$ cat config.mk
export PLATFORM = sky130hd
export DESIGN_NAME = msg_frame_packer
export DESIGN_NICKNAME = d
export VERILOG_FILES = /design/src/rtl/msg_pkg.sv /design/src/rtl/msg_frame_packer_chk_accum.sv /design/src/rtl/msg_frame_packer.sv
export SDC_FILE = /design/constraint.sdc
export NUM_CORES = 1
export LEC_CHECK = 0
export CORE_UTILIZATION = 46
export CTS_CLUSTER_DIAMETER = 30
export DETAILED_ROUTE_END_ITERATION = 6
export GPL_TIMING_DRIVEN = 0
export PLACE_DENSITY = 0.78
export SYNTH_ARGS = -nofsm -noshare
export SYNTH_HDL_FRONTEND = slang
export SYNTH_HIERARCHICAL = 1
export SYNTH_SLANG_ARGS = --single-unit
$ cat constraint.sdc
create_clock -name sys_clk_i -period 3.5 [get_ports sys_clk_i]
set_input_delay 0.35 -clock sys_clk_i [delete_from_list [all_inputs] [get_ports sys_clk_i]]
set_output_delay 0.35 -clock sys_clk_i [all_outputs]
set_load 0.02 [all_outputs]
$ cat src/rtl/msg_pkg.sv
// ---------------------------------------------------------------------------
// msg_pkg
// Shared definitions for the framed message packer and its receive-side
// counterpart: FSM state encoding, default sync word, header geometry and
// the header byte index constants.
// ---------------------------------------------------------------------------
package msg_pkg;

    typedef enum logic [2:0] {
        ST_IDLE    = 3'd0,
        ST_LATCH   = 3'd1,
        ST_HDR     = 3'd2,
        ST_PAYLOAD = 3'd3,
        ST_CHK     = 3'd4,
        ST_NEXT    = 3'd5,
        ST_DONE    = 3'd6
    } msg_state_e;

    localparam logic [15:0] SYNC_DEFAULT = 16'hEB90;
    localparam int          HDR_BYTES    = 6;

    // Position of each byte inside the 6-byte header.
    localparam logic [2:0] HDR_IDX_SYNC_HI = 3'd0;
    localparam logic [2:0] HDR_IDX_SYNC_LO = 3'd1;
    localparam logic [2:0] HDR_IDX_SEQ     = 3'd2;
    localparam logic [2:0] HDR_IDX_CH      = 3'd3;
    localparam logic [2:0] HDR_IDX_LEN_HI  = 3'd4;
    localparam logic [2:0] HDR_IDX_LEN_LO  = 3'd5;

    function automatic logic [15:0] sat_inc16(input logic [15:0] v);
        return (v == 16'hFFFF) ? v : v + 16'd1;
    endfunction

endpackage

$ cat src/rtl/msg_frame_packer_chk_accum.sv
// ---------------------------------------------------------------------------
// msg_chk_accum
// 8-bit wrapping running-sum accumulator. Used for frame checksum
// generation here and intended for reuse by the receive-side checker.
//
// Ports:
//   sys_clk_i  system clock
//   rst_i      asynchronous active-high reset
//   clr_i      synchronous clear to zero (has priority over en_i)
//   en_i       add data_i to the running sum
//   data_i     byte to accumulate
//   sum_o      current running sum
// ---------------------------------------------------------------------------
module msg_chk_accum (
    input  logic       sys_clk_i,
    input  logic       rst_i,
    input  logic       clr_i,
    input  logic       en_i,
    input  logic [7:0] data_i,
    output logic [7:0] sum_o
);

    always_ff @(posedge sys_clk_i or posedge rst_i) begin
        if (rst_i) begin
            sum_o <= 8'h00;
        end else if (clr_i) begin
            sum_o <= 8'h00;
        end else if (en_i) begin
            sum_o <= sum_o + data_i;
        end
    end

endmodule

$ cat src/rtl/msg_frame_packer.sv
// ---------------------------------------------------------------------------
// msg_frame_packer
// On each timing pulse, drains every channel cache in ascending order and
// streams one framed packet per channel to the upstream FIFO:
//   SYNC_HI SYNC_LO SEQ CH LEN_HI LEN_LO payload[LEN] CHK
// CHK is the 8-bit wrapping sum of SEQ, CH, LEN bytes and payload.
//
// Ports:
//   sys_clk_i             system clock (100 MHz)
//   rst_i                 asynchronous active-high reset
//   timing_start_pulse_i  one-cycle start pulse
//   rd_en_o               per-channel cache read enable (one-hot or zero)
//   din_i                 per-channel cache data, channel k at [8k+7:8k]
//   data_count_i          per-channel fill level, channel k at [16k+15:16k]
//   empty_i               per-channel cache empty
//   us_wr_clk_o           upstream write clock (= sys_clk_i)
//   us_wr_en_o            upstream write strobe
//   us_wr_dout_o          upstream byte
//   us_prog_full_i        upstream programmable full (>= 2 entries margin)
//   busy_o                high from pulse acceptance to last channel done
//   frame_done_pulse_o    one-cycle completion pulse
//   seq_o                 sequence number of current / last cycle
//   overrun_cnt_o         saturating count of pulses seen while busy
//
// state    | meaning
// ---------+-----------------------------------------------------------
// IDLE     | waiting for a start pulse
// LATCH    | capture LEN for the current channel, clear checksum
// HDR      | emit the 6 header bytes, stalling on prog_full
// PAYLOAD  | request LEN cache bytes, forward each one cycle later
// CHK      | emit checksum byte
// NEXT     | advance to next channel or finish
// DONE     | completion pulse, drop busy
//
// Strobes towards the caches and the upstream FIFO are decoded from the
// registered state in the same cycle so prog_full gates them without a
// cycle of lag and cache data can be forwarded the cycle it is valid.
// ---------------------------------------------------------------------------
module msg_frame_packer
    import msg_pkg::*;
#(
    parameter int          CH_NUM      = 4,
    parameter int          MAX_PAYLOAD = 1024,
    parameter logic [15:0] SYNC_WORD   = SYNC_DEFAULT,
    parameter bit          EMIT_EMPTY  = 1'b1
) (
    input  logic                   sys_clk_i,
    input  logic                   rst_i,
    input  logic                   timing_start_pulse_i,
    output logic [CH_NUM-1:0]      rd_en_o,
    input  logic [CH_NUM*8-1:0]    din_i,
    input  logic [CH_NUM*16-1:0]   data_count_i,
    input  logic [CH_NUM-1:0]      empty_i,
    output logic                   us_wr_clk_o,
    output logic                   us_wr_en_o,
    output logic [7:0]             us_wr_dout_o,
    input  logic                   us_prog_full_i,
    output logic                   busy_o,
    output logic                   frame_done_pulse_o,
    output logic [7:0]             seq_o,
    output logic [15:0]            overrun_cnt_o
);

    localparam int          CH_W    = (CH_NUM > 1) ? $clog2(CH_NUM) : 1;
    localparam logic [CH_W-1:0] CH_LAST = CH_W'(CH_NUM - 1);
    localparam logic [15:0] MAX_LEN = 16'(MAX_PAYLOAD);
    localparam logic [2:0]  HDR_LAST = 3'(HDR_BYTES - 1);

    msg_state_e      state;
    logic [CH_W-1:0] ch;
    logic [15:0]     len;
    logic [15:0]     req_left;
    logic [15:0]     wr_left;
    logic [2:0]      hdr_idx;
    logic            rd_pend;

    logic [7:0]      din_sel;
    logic [15:0]     cnt_sel;
    logic [15:0]     latch_len;
    logic [7:0]      hdr_byte;
    logic            rd_req;
    logic            acc_clr;
    logic            acc_en;
    logic [7:0]      chk_sum;

    assign us_wr_clk_o = sys_clk_i;

    assign din_sel = din_i[{ch, 3'b000} +: 8];
    assign cnt_sel = data_count_i[{ch, 4'b0000} +: 16];

    always_comb begin
        latch_len = cnt_sel;
        if (empty_i[ch]) begin
            latch_len = 16'd0;
        end else if (cnt_sel > MAX_LEN) begin
            latch_len = MAX_LEN;
        end
    end

    always_comb begin
        hdr_byte = 8'h00;
        case (hdr_idx)
            HDR_IDX_SYNC_HI: hdr_byte = SYNC_WORD[15:8];
            HDR_IDX_SYNC_LO: hdr_byte = SYNC_WORD[7:0];
            HDR_IDX_SEQ:     hdr_byte = seq_o;
            HDR_IDX_CH:      hdr_byte = 8'(ch);
            HDR_IDX_LEN_HI:  hdr_byte = len[15:8];
            HDR_IDX_LEN_LO:  hdr_byte = len[7:0];
            default:         hdr_byte = 8'h00;
        endcase
    end

    // A new request is only issued while the upstream FIFO has room; the
    // byte it returns is always written, relying on the prog_full margin.
    assign rd_req = (state == ST_PAYLOAD) && !us_prog_full_i && (req_left != 16'd0);

    always_comb begin
        rd_en_o = '0;
        if (rd_req) begin
            rd_en_o = CH_NUM'(1) << ch;
        end
    end

    always_comb begin
        us_wr_en_o   = 1'b0;
        us_wr_dout_o = 8'h00;
        acc_en       = 1'b0;
        case (state)
            ST_HDR: begin
                if (!us_prog_full_i) begin
                    us_wr_en_o   = 1'b1;
                    us_wr_dout_o = hdr_byte;
                    // sync bytes are excluded from the checksum
                    acc_en       = (hdr_idx >= HDR_IDX_SEQ);
                end
            end
            ST_PAYLOAD: begin
                if (rd_pend) begin
                    us_wr_en_o   = 1'b1;
                    us_wr_dout_o = din_sel;
                    acc_en       = 1'b1;
                end
            end
            ST_CHK: begin
                if (!us_prog_full_i) begin
                    us_wr_en_o   = 1'b1;
                    us_wr_dout_o = chk_sum;
                end
            end
            default: ;
        endcase
    end

    assign acc_clr = (state == ST_LATCH);

    msg_chk_accum u_chk_accum (
        .sys_clk_i (sys_clk_i),
        .rst_i     (rst_i),
        .clr_i     (acc_clr),
        .en_i      (acc_en),
        .data_i    (us_wr_dout_o),
        .sum_o     (chk_sum)
    );

    always_ff @(posedge sys_clk_i or posedge rst_i) begin
        if (rst_i) begin
            state              <= ST_IDLE;
            ch                 <= '0;
            len                <= 16'd0;
            req_left           <= 16'd0;
            wr_left            <= 16'd0;
            hdr_idx            <= 3'd0;
            rd_pend            <= 1'b0;
            busy_o             <= 1'b0;
            frame_done_pulse_o <= 1'b0;
            seq_o              <= 8'h00;
            overrun_cnt_o      <= 16'h0000;
        end else begin
            rd_pend <= 1'b0;

            // Pulses outside IDLE (including DONE) are dropped and counted.
            if (timing_start_pulse_i && (state != ST_IDLE)) begin
                overrun_cnt_o <= sat_inc16(overrun_cnt_o);
            end

            case (state)
                ST_IDLE: begin
                    frame_done_pulse_o <= 1'b0;
                    if (timing_start_pulse_i) begin
                        state  <= ST_LATCH;
                        busy_o <= 1'b1;
                        ch     <= '0;
                        seq_o  <= seq_o + 8'd1;
                    end
                end

                ST_LATCH: begin
                    len      <= latch_len;
                    req_left <= latch_len;
                    wr_left  <= latch_len;
                    hdr_idx  <= 3'd0;
                    if ((latch_len == 16'd0) && !EMIT_EMPTY) begin
                        state <= ST_NEXT;
                    end else begin
                        state <= ST_HDR;
                    end
                end

                ST_HDR: begin
                    if (!us_prog_full_i) begin
                        if (hdr_idx == HDR_LAST) begin
                            state <= (len == 16'd0) ? ST_CHK : ST_PAYLOAD;
                        end else begin
                            hdr_idx <= hdr_idx + 3'd1;
                        end
                    end
                end

                ST_PAYLOAD: begin
                    rd_pend <= rd_req;
                    if (rd_req) begin
                        req_left <= req_left - 16'd1;
                    end
                    if (rd_pend) begin
                        wr_left <= wr_left - 16'd1;
                        if (wr_left == 16'd1) begin
                            state <= ST_CHK;
                        end
                    end
                end

                ST_CHK: begin
                    if (!us_prog_full_i) begin
                        state <= ST_NEXT;
                    end
                end

                ST_NEXT: begin
                    if (ch == CH_LAST) begin
                        state              <= ST_DONE;
                        frame_done_pulse_o <= 1'b1;
                        busy_o             <= 1'b0;
                    end else begin
                        ch    <= ch + 1'b1;
                        state <= ST_LATCH;
                    end
                end

                ST_DONE: begin
                    frame_done_pulse_o <= 1'b0;
                    state              <= ST_IDLE;
                end

                default: begin
                    state <= ST_IDLE;
                end
            endcase
        end
    end

endmodule

== Yosys cells after proc, flatten, opt, wreduce, memory -nomap -nowiden ==
Cells that the tools add are included.

* Mux-type cells: 42
* Order comparisons: 3
* Shift-type cells: 3
* Bitwise logic cells: 1
* Reductions and logical operators: 25
* Equal/unequal tests: 24
* Add/subtract/negate cells: 7

{| class="wikitable"
|+ Operator list
! kind !! count
|-
| $mux W16 || 4
|-
| $pmux W16 S2 || 2
|-
| $shiftx A64 B7 Y16 || 1
|-
| $pmux W8 S6 || 1
|-
| $mux W8 || 5
|-
| $shiftx A32 B6 Y8 || 1
|-
| $sub A16 B1 Y16 const B || 2
|-
| $mux W3 || 10
|-
| $pmux W8 S3 || 1
|-
| $ne A2 B2 Y1 const B || 9
|-
| $pmux W3 S6 || 1
|-
| $add A16 B1 Y16 const B || 1
|-
| $eq A16 B1 Y1 const B || 1
|-
| $eq A16 B16 Y1 const B || 1
|-
| $gt A16 B11 Y1 const B || 1
|-
| $logic_not A16 Y1 || 1
|-
| $reduce_bool A16 Y1 || 1
|-
| $eq A3 B3 Y1 const B || 5
|-
| $eq A3 B2 Y1 const B || 4
|-
| $reduce_and A2 Y1 || 5
|-
| $reduce_bool A2 Y1 || 5
|-
| $reduce_and A3 Y1 || 3
|-
| $add A8 B1 Y8 const B || 1
|-
| $add A8 B8 Y8 || 1
|-
| other kinds (22) || 38
|}

* Output and inout bits: 40
* Word-level logic and storage cells: 117
* Input bits: 104
* Bits in registers: 91

== Logic depth before layout (Yosys ltp) ==
Gate-level depths: netlist of the first run.

* Depth in word-level cells: 7
* Gate-level depth with buffers: 16

== Cells and area by module ==
Netlist of the first run, hierarchy kept.

{| class="wikitable"
|+ By module, submodules not included
! module !! instances !! cells an instance !! sequential area each (um^2) !! area each (um^2)
|-
| msg_frame_packer || 1 || 568 || 2077.0 || 5272.6
|-
| msg_chk_accum || 1 || 67 || 200.2 || 648.1
|}

==> impl_metrics.toml, run 1 <==
[timing]
number_of_failing_hold_endpoints_at_the_final_stage = 0
unrepaired_setup_endpoints_after_global_routing = "yes"
final.min_clock_period_ns = 3.377
finalSetupViolCount = 0
finalMaxSlewViolations = 0
period_share = 0.9649
clock_skews_ns = 0.004587
total_negative_slack_for_setup_checks_ns = 0
worst_slew_pin_slew_ns = 1.289
fmaxAchievable_ghz = 0.2961
timing.max_slew.rel_slack = 0.1182

[die]
top_level_ports = 144
placeableCoreArea_um2 = 12570
floorplan.die_area_um2 = 13330
die_height_um = 115.5
die_w_um = 115.5
start_util = 0.4711
num_rows = 41

[power_and_ir_drop]
worst_ir_drop_on_vdd_uv = 422.8
p_per_area_nw_per_um2 = 705.6
power.leakage_uw = 0.003396

[placement]
place.port_buffers = 143
gp_congestion = 0.9080
post-dp-hpwl_um = 13730
placed_cell_area_um2 = 7600

[route]
post_drt_via_cell_ratio = 6.151
detail_route.first_pass.iterations = 7
route.top_layer_used = "met4"
postRouteAntennaNets = 0
finalWirelength_um = 18150
wire_per_inst_um = 18.74
detailedRoute.firstIterationViolations = 477
num_vias = 5954
met1_length_um = 7061
met2RoutedLength_um = 8975
routed-wl-met3_um = 1719
post-route-drc-count = 0

[synth]
ys_async_sr_fraction = 1.000
ys.warnings.count = 6
yosys_register_bits = 91
cell_taking_the_most_area_after_synthesis = "sky130_fd_sc_hd__dfrtp_1"
number_of_synthesized_flops_with_an_enable_pin = 0
post_synth_instance_area_um2 = 5921
yosysTopAreaCellShare = 0.3846
synth.area.top_cells = "sky130_fd_sc_hd__dfrtp_1 (38%), sky130_fd_sc_hd__mux4_2 (7.2%), sky130_fd_sc_hd__ha_1 (4.4%), sky130_fd_sc_hd__nand2_1 (4.2%), sky130_fd_sc_hd__nor2_1 (3.2%)"
synthFlopType = "sky130_fd_sc_hd__dfrtp_1"
syn-num-nets = 761
synth-seq-area-share = 0.3846
synth.distinct_cells = 74
syn-mean-instance-area_um2 = 9.324
syn-instance-count = 635

[cells_and_area]
areaGrowthSynthToFinish_pct = 35.78
finish.utilization = 0.6396
antenna_cells_inserted = 0
finish.net_count = 917
final_layout_fill_cell_count = 1035
drive_gt1_frac = 0.1018
final_design_area_no_fill_um2 = 8039
mostFrequentLayoutCells = "sky130_fd_sc_hd__clkdlybuf4s50_1 (142), sky130_fd_sc_hd__dfrtp_1 (87), sky130_fd_sc_hd__nand2_1 (67), sky130_fd_sc_hd__nor2_1 (50), sky130_fd_sc_hd__nand3_1 (34)"
mostFrequentLayoutCell = "sky130_fd_sc_hd__clkdlybuf4s50_1"

[global_routing]
first_global_vias = 5775
overflow = 0
first_pass_grt_wire_length_um = 28700
antenna_found_initial = 0
global_route.usage.total = 0.2810
grt_start_max_net_pins = 67

[setup_path]
worst-endpoint-required_ns = 3.15
timing_worst_setup_path_type = "reg2out"
timing.critical_path.arrival_ns = 3.03
worstPathMaxFanout = 7
critical_path.endpoint_type = "output pin"
startpoint_type = "flip-flop"

[cts]
path_clk_slew_ns = 0.07
tritoncts = "done"
worst_skew_pair.late_latency_ns = 0.46

[min_path]
min_path_type = "in2async"

[run_status]
run_status = "completed"

[job]
maxCapViolCount = 0
## sequential cells by signal, indices dropped and copies added (netlist names)
name and count:
frame_done_pulse_o 1, wr_left 16, busy_o 1, overrun_cnt_o 16
req_left 16, len 16, rd_pend 1, state 3
u_chk_accum/sum_o 8, hdr_idx 3, seq_o 8, ch 2
## where the power goes
part / switching [µW] / internal, µW / total, µW
clock network: 477 / 663 / 1140
logic: 1610 / 1230 / 2840
registers: 368 / 1320 / 1690
total: 2460 / 3220 / 5670
## cell families after synthesis
family                   count (synthesis)  synth area share
AND/OR/NAND/NOR                        255            0.2181
AO/OA/AOI/OAI                          158            0.1820
flip-flops                              91            0.3846
buffers and inverters                   53           0.03656
multiplexers                            31           0.09404
XOR/XNOR                                25           0.03698
adder cells (fa/ha/maj)                 22           0.04776
## cells in the mapped netlist, drive strengths merged, types with 8 or more instances
library cell	instances
a21o	9
a21oi	32
a221o	8
a22oi	9
and3	12
buf	8
clkbuf	23
dfrtp	91
ha	21
inv	22
mux2i	8
mux4	19
nand2	67
nand3	34
nor2	52
nor2b	12
nor3	23
nor4	12
o21ai	43
xnor2	17
xor2	8
## area by class of cell
class                   instances  area (µm²)  share of cell area
multi-input cells             492        3481              0.4330
flip-flops and latches         91        2282              0.2839
repair buffers                146        1474              0.1833
clock buffers                  13       310.3             0.03860
well taps                     172       215.2             0.02677
plain buffers                  25       133.9             0.01665
inverters                      22       88.84             0.01105
clock inverters                 7       53.80            0.006693
## routing by layer
layer,track usage,vias to the layer above
li1,-,2697
met5,0,-
met2,0.4922,363
met1,0.3428,2854
met4,0.09697,0
met3,0.06015,40
## worst max-delay path: stages, from the launching register on
cell and delay (ns):
sky130_fd_sc_hd__dfrtp_1 0.45, sky130_fd_sc_hd__inv_1 0.09, sky130_fd_sc_hd__ha_1 0.29, sky130_fd_sc_hd__or3b_2 0.47, sky130_fd_sc_hd__or4_4 0.49, sky130_fd_sc_hd__and3_1 0.22
sky130_fd_sc_hd__clkdlybuf4s50_1 0.55
## through the flow
stage / hold slack, ns / std cells / worst slack (ns) / total power (µW)
after global routing: 0.2595 / 968 / -0.01390 / 6033
after floorplan: 0.1657 / 635 / 0.07948 / 3528
after detailed placement: 0.4734 / 951 / -0.3648 / 4456
after CTS: 0.2192 / 966 / 0.006208 / 5581
after global placement: 0.4672 / 950 / -0.3309 / 4348
final: 0.2163 / 968 / 0.1229 / 5673
## worst paths after layout
kind / from / end / slack (ns) / depth (start not counted)
min in group sys_clk_i: req_left[15] / req_left[15] / 0.49 / 1
min: rst_i / wr_left[12] / 0.22 / 2
max in group asynchronous: rst_i / hdr_idx[2] / 2.68 / 3
max: req_left[0] / rd_en_o[0] / 0.12 / 6
min reg2reg: req_left[15] / req_left[15] / 0.49 / 1
max reg2reg: ch[1] / u_chk_accum/sum_o[7] / 0.14 / 10
## repair_timing
action | in CTS | in global routing
setup buffers | 0 | 3
pin swaps | 1 | 2
gates cloned | 0 | 1
resized for setup | 13 | 16
hold buffers | 0 | 0
endpoints found under the setup margin | 14 | 13
No activity file was read; power rests on OpenSTA's default activity.
==> run 2: changes to the inputs <==
ABC_AREA = 1   (was not set)
CORE_UTILIZATION = 47   (was 46)
==> run 2 against run 1 <==
Net effect: non-clock buffer count up 5; die area increased by 6.3%; synthesized area increased by 8.7%; sequential cell count unchanged; count of clock-buffer cells in the layout is 1 higher; critical path type unchanged; register-to-register slack better by 0.53 ns; highest routed layer unchanged; critical endpoint is now us_wr_dout_o[4].
==> impl_metrics.toml, run 2 <==
[setup_path]
worst_setup_path_endpoint = "us_wr_dout_o[4]"
critical_path.slowest_cell = "sky130_fd_sc_hd__clkdlybuf4s50_1"
timing.critical_path.max_delay_family = "buffers and inverters"
reg2reg_setup_slack_ns = 0.67
r2r_endpoint = "u_chk_accum/sum_o[2]"
critical-path-max-stage-delay_ns = 0.68
timing_worst_setup_path_type = "reg2out"
critical_path.endpoint_type = "output pin"
worst-endpoint-required_ns = 3.15
worstPathMaxFanout = 10
startpoint_type = "flip-flop"
cp.buffers_inverters = 2
r2r_start = "ch[0]"
critical_path.cell_chain = "or2_1 > nor2_1 > clkbuf_1 > a22oi_1 > o21ai_0 > clkdlybuf4s50_1"
count_of_cell_instances_traversed_by_the_critical_path = 6
timing.critical_path.arrival_ns = 2.94
worstRegToRegCells = 11
worst_setup_path_startpoint = "state[1]"

[synth]
ys.warnings.count = 6
yosysTopAreaCellShare = 0.3537
cell_taking_the_most_area_after_synthesis = "sky130_fd_sc_hd__dfrtp_1"
yosys_register_bits = 91
syn-mean-instance-area_um2 = 6.976
synth.area.top_cells = "sky130_fd_sc_hd__dfrtp_1 (35%), sky130_fd_sc_hd__nand2_1 (13%), sky130_fd_sc_hd__nand3_1 (6.8%), sky130_fd_sc_hd__nor2_1 (6.2%), sky130_fd_sc_hd__inv_1 (6.1%)"
most_common_cell_in_the_netlist = "sky130_fd_sc_hd__nand2_1"
post_synth_instance_area_um2 = 6439
syn-num-nets = 1049
syn-instance-count = 923
synthFlopType = "sky130_fd_sc_hd__dfrtp_1"
synth-seq-area-share = 0.3537
number_of_synthesized_flops_with_an_enable_pin = 0
ys_async_sr_fraction = 1.000
synth.distinct_cells = 48
yosys-top-cells-count = "sky130_fd_sc_hd__nand2_1 (219), sky130_fd_sc_hd__nor2_1 (107), sky130_fd_sc_hd__inv_1 (105)"

[job]
maxCapViolCount = 0

[power_and_ir_drop]
p_seq_frac = 0.307
power.leakage_uw = 0.004083
worst_ir_drop_on_vdd_uv = 679.2
power.share.switching = 0.4146
power.combinational.fraction = 0.445
power_share_of_the_clock_group = 0.248
p_per_area_nw_per_um2 = 649.2
total_switching_power_uw = 2295
power_report.internal_total_uw = 3241

[route]
post-route-drc-count = 0
wire_per_inst_um = 14.21
num_vias = 6738
detail_route.first_pass.iterations = 6
postRouteAntennaNets = 0
post_drt_via_cell_ratio = 5.352
detailedRoute.firstIterationViolations = 635
finalWirelength_um = 17890

[global_routing]
global_route.usage.total = 0.2681
grt_start_max_net_pins = 43
antenna_found_initial = 0
first_global_vias = 6440
overflow = 0
first_pass_grt_wire_length_um = 30260

[cells_and_area]
antenna_cells_inserted = 0
finish.net_count = 1204
drive_gt1_frac = 0.06279
mostFrequentLayoutCell = "sky130_fd_sc_hd__nand2_1"
mostFrequentLayoutCells = "sky130_fd_sc_hd__nand2_1 (219), sky130_fd_sc_hd__clkdlybuf4s50_1 (143), sky130_fd_sc_hd__nor2_1 (107), sky130_fd_sc_hd__inv_1 (104), sky130_fd_sc_hd__dfrtp_1 (91)"
areaGrowthSynthToFinish_pct = 32.43
final_design_area_no_fill_um2 = 8527

[timing]
timing.max_slew.rel_slack = 0.5216
worst_slew_pin_slew_ns = 0.7176
finalMaxSlewViolations = 0
total_negative_slack_for_setup_checks_ns = 0
period_share = 0.9403
clock_skews_ns = 0.006001
unrepaired_setup_endpoints_after_global_routing = "no"
final.min_clock_period_ns = 3.291
fmaxAchievable_ghz = 0.3038
finalSetupViolCount = 0
number_of_failing_hold_endpoints_at_the_final_stage = 0

[run_status]
run_status = "completed"

[cts]
tritoncts = "done"
path_clk_slew_ns = 0.07
worst_skew_pair.late_latency_ns = 0.46
ctsResizeCount = 0

[placement]
gp_congestion = 0.9200
place.port_buffers = 143
post-dp-hpwl_um = 13570
placed_cell_area_um2 = 8113

[die]
floorplan.die_area_um2 = 14170
placeableCoreArea_um2 = 13300
die_height_um = 119.0
top_level_ports = 144
start_util = 0.4843
die_w_um = 119.0
num_rows = 42

[min_path]
min_path_type = "in2async"
-- run 2: cell count changes after synthesis, moves of 12 or more --
cell,delta
sky130_fd_sc_hd__a21oi_1,+19
sky130_fd_sc_hd__and3_1,-12
sky130_fd_sc_hd__clkbuf_1,-12
sky130_fd_sc_hd__inv_1,+84
sky130_fd_sc_hd__mux4_2,-19
sky130_fd_sc_hd__nand2_1,+152
sky130_fd_sc_hd__nand3_1,+53
sky130_fd_sc_hd__nand4_1,+12
sky130_fd_sc_hd__nor2_1,+56
sky130_fd_sc_hd__nor2b_1,-12
sky130_fd_sc_hd__o21ai_0,+34
sky130_fd_sc_hd__xor2_1,+16
-- run 2: repair_timing --
action,4_1_cts,5_1_grt
hold buffers,0,0
buffers inserted,0,0
endpoints found under the setup margin,0,6
endpoints found under the hold margin,0,0
-- run 2: per-layer routing --
layer | vias up | routed length [µm] | global-route usage
li1 | 3336 | - | -
met1 | 3104 | 7985 | 0.3536
met2 | 266 | 8371 | 0.4320
met3 | 32 | 1106 | 0.04215
met4 | 0 | 425 | 0.1218
met5 | - | 0 | 0
-- run 2: final cells by class --
type	count	area (µm²)
buffer	33	214.0
tap	176	220.2
sequential	91	2277
inverter	113	435.4
fill	1185	4768
timing repair buffer	143	1441
clock buffer	14	324.1
clock inverter	6	111.4
multi-input combinational	683	3503
-- run 2: cell families after synthesis --
kind of cell,synth area share
muxes,0.001749
adders and majority gates,0.04392
xor gates and xnor gates,0.04489
and+or+nand+nor,0.3204
buffers and inverters,0.1022
DFF,0.3537
AOI/OAI and AO/OA,0.1331
-- run 2: worst min path at each step --
stage,cells past startpoint,startpoint,endpoint
6_report,2,rst_i,u_chk_accum/sum_o[5]
5_1_grt,2,rst_i,u_chk_accum/sum_o[2]
4_1_cts,2,rst_i,u_chk_accum/sum_o[5]
3_5_place_dp,2,wr_left[12],wr_left[12]
3_3_place_gp,2,wr_left[12],wr_left[12]
2_1_floorplan,1,rst_i,u_chk_accum/sum_o[0]
-- run 2: power groups by stage --
stage          Sequential [µW]  Combinational [µW]  Clock (µW)
5_1_grt                   1740                2750        1430
4_1_cts                   1690                2440        1380
3_5_place_dp              1700                2420        54.2
3_3_place_gp              1700                2370        54.2
6_report                  1700                2460        1370
2_1_floorplan             1680                1620        33.4
-- run 2: per-stage QoR --
| step | std cells | utilization | hold slack, ns | setup WS (ns) | total power, µW |
|---|---|---|---|---|---|
| floorplan | 923 | - | 0.1657 | 0.5998 | 3334 |
| global placement | 1242 | 0.6085 | 0.4685 | -0.3921 | 4118 |
| detailed placement | 1243 | 0.6102 | 0.4965 | 0.3982 | 4177 |
| CTS | 1262 | 0.6422 | 0.2531 | 0.05965 | 5512 |
| global route | 1259 | 0.6414 | 0.2841 | 0.07224 | 5917 |
| finish | 1259 | 0.6414 | 0.2445 | 0.2088 | 5536 |
-- run 2: worst register-to-register path, delay by kind of cell, from the launching register on --
kind | cells | cell delay, ns
buffers and inverters | 3 | 0.55
flip-flops | 1 | 0.42
AO/OA/AOI/OAI | 5 | 0.85
adder cells (fa/ha/maj) | 2 | 0.63
AND/OR/NAND/NOR | 1 | 0.28
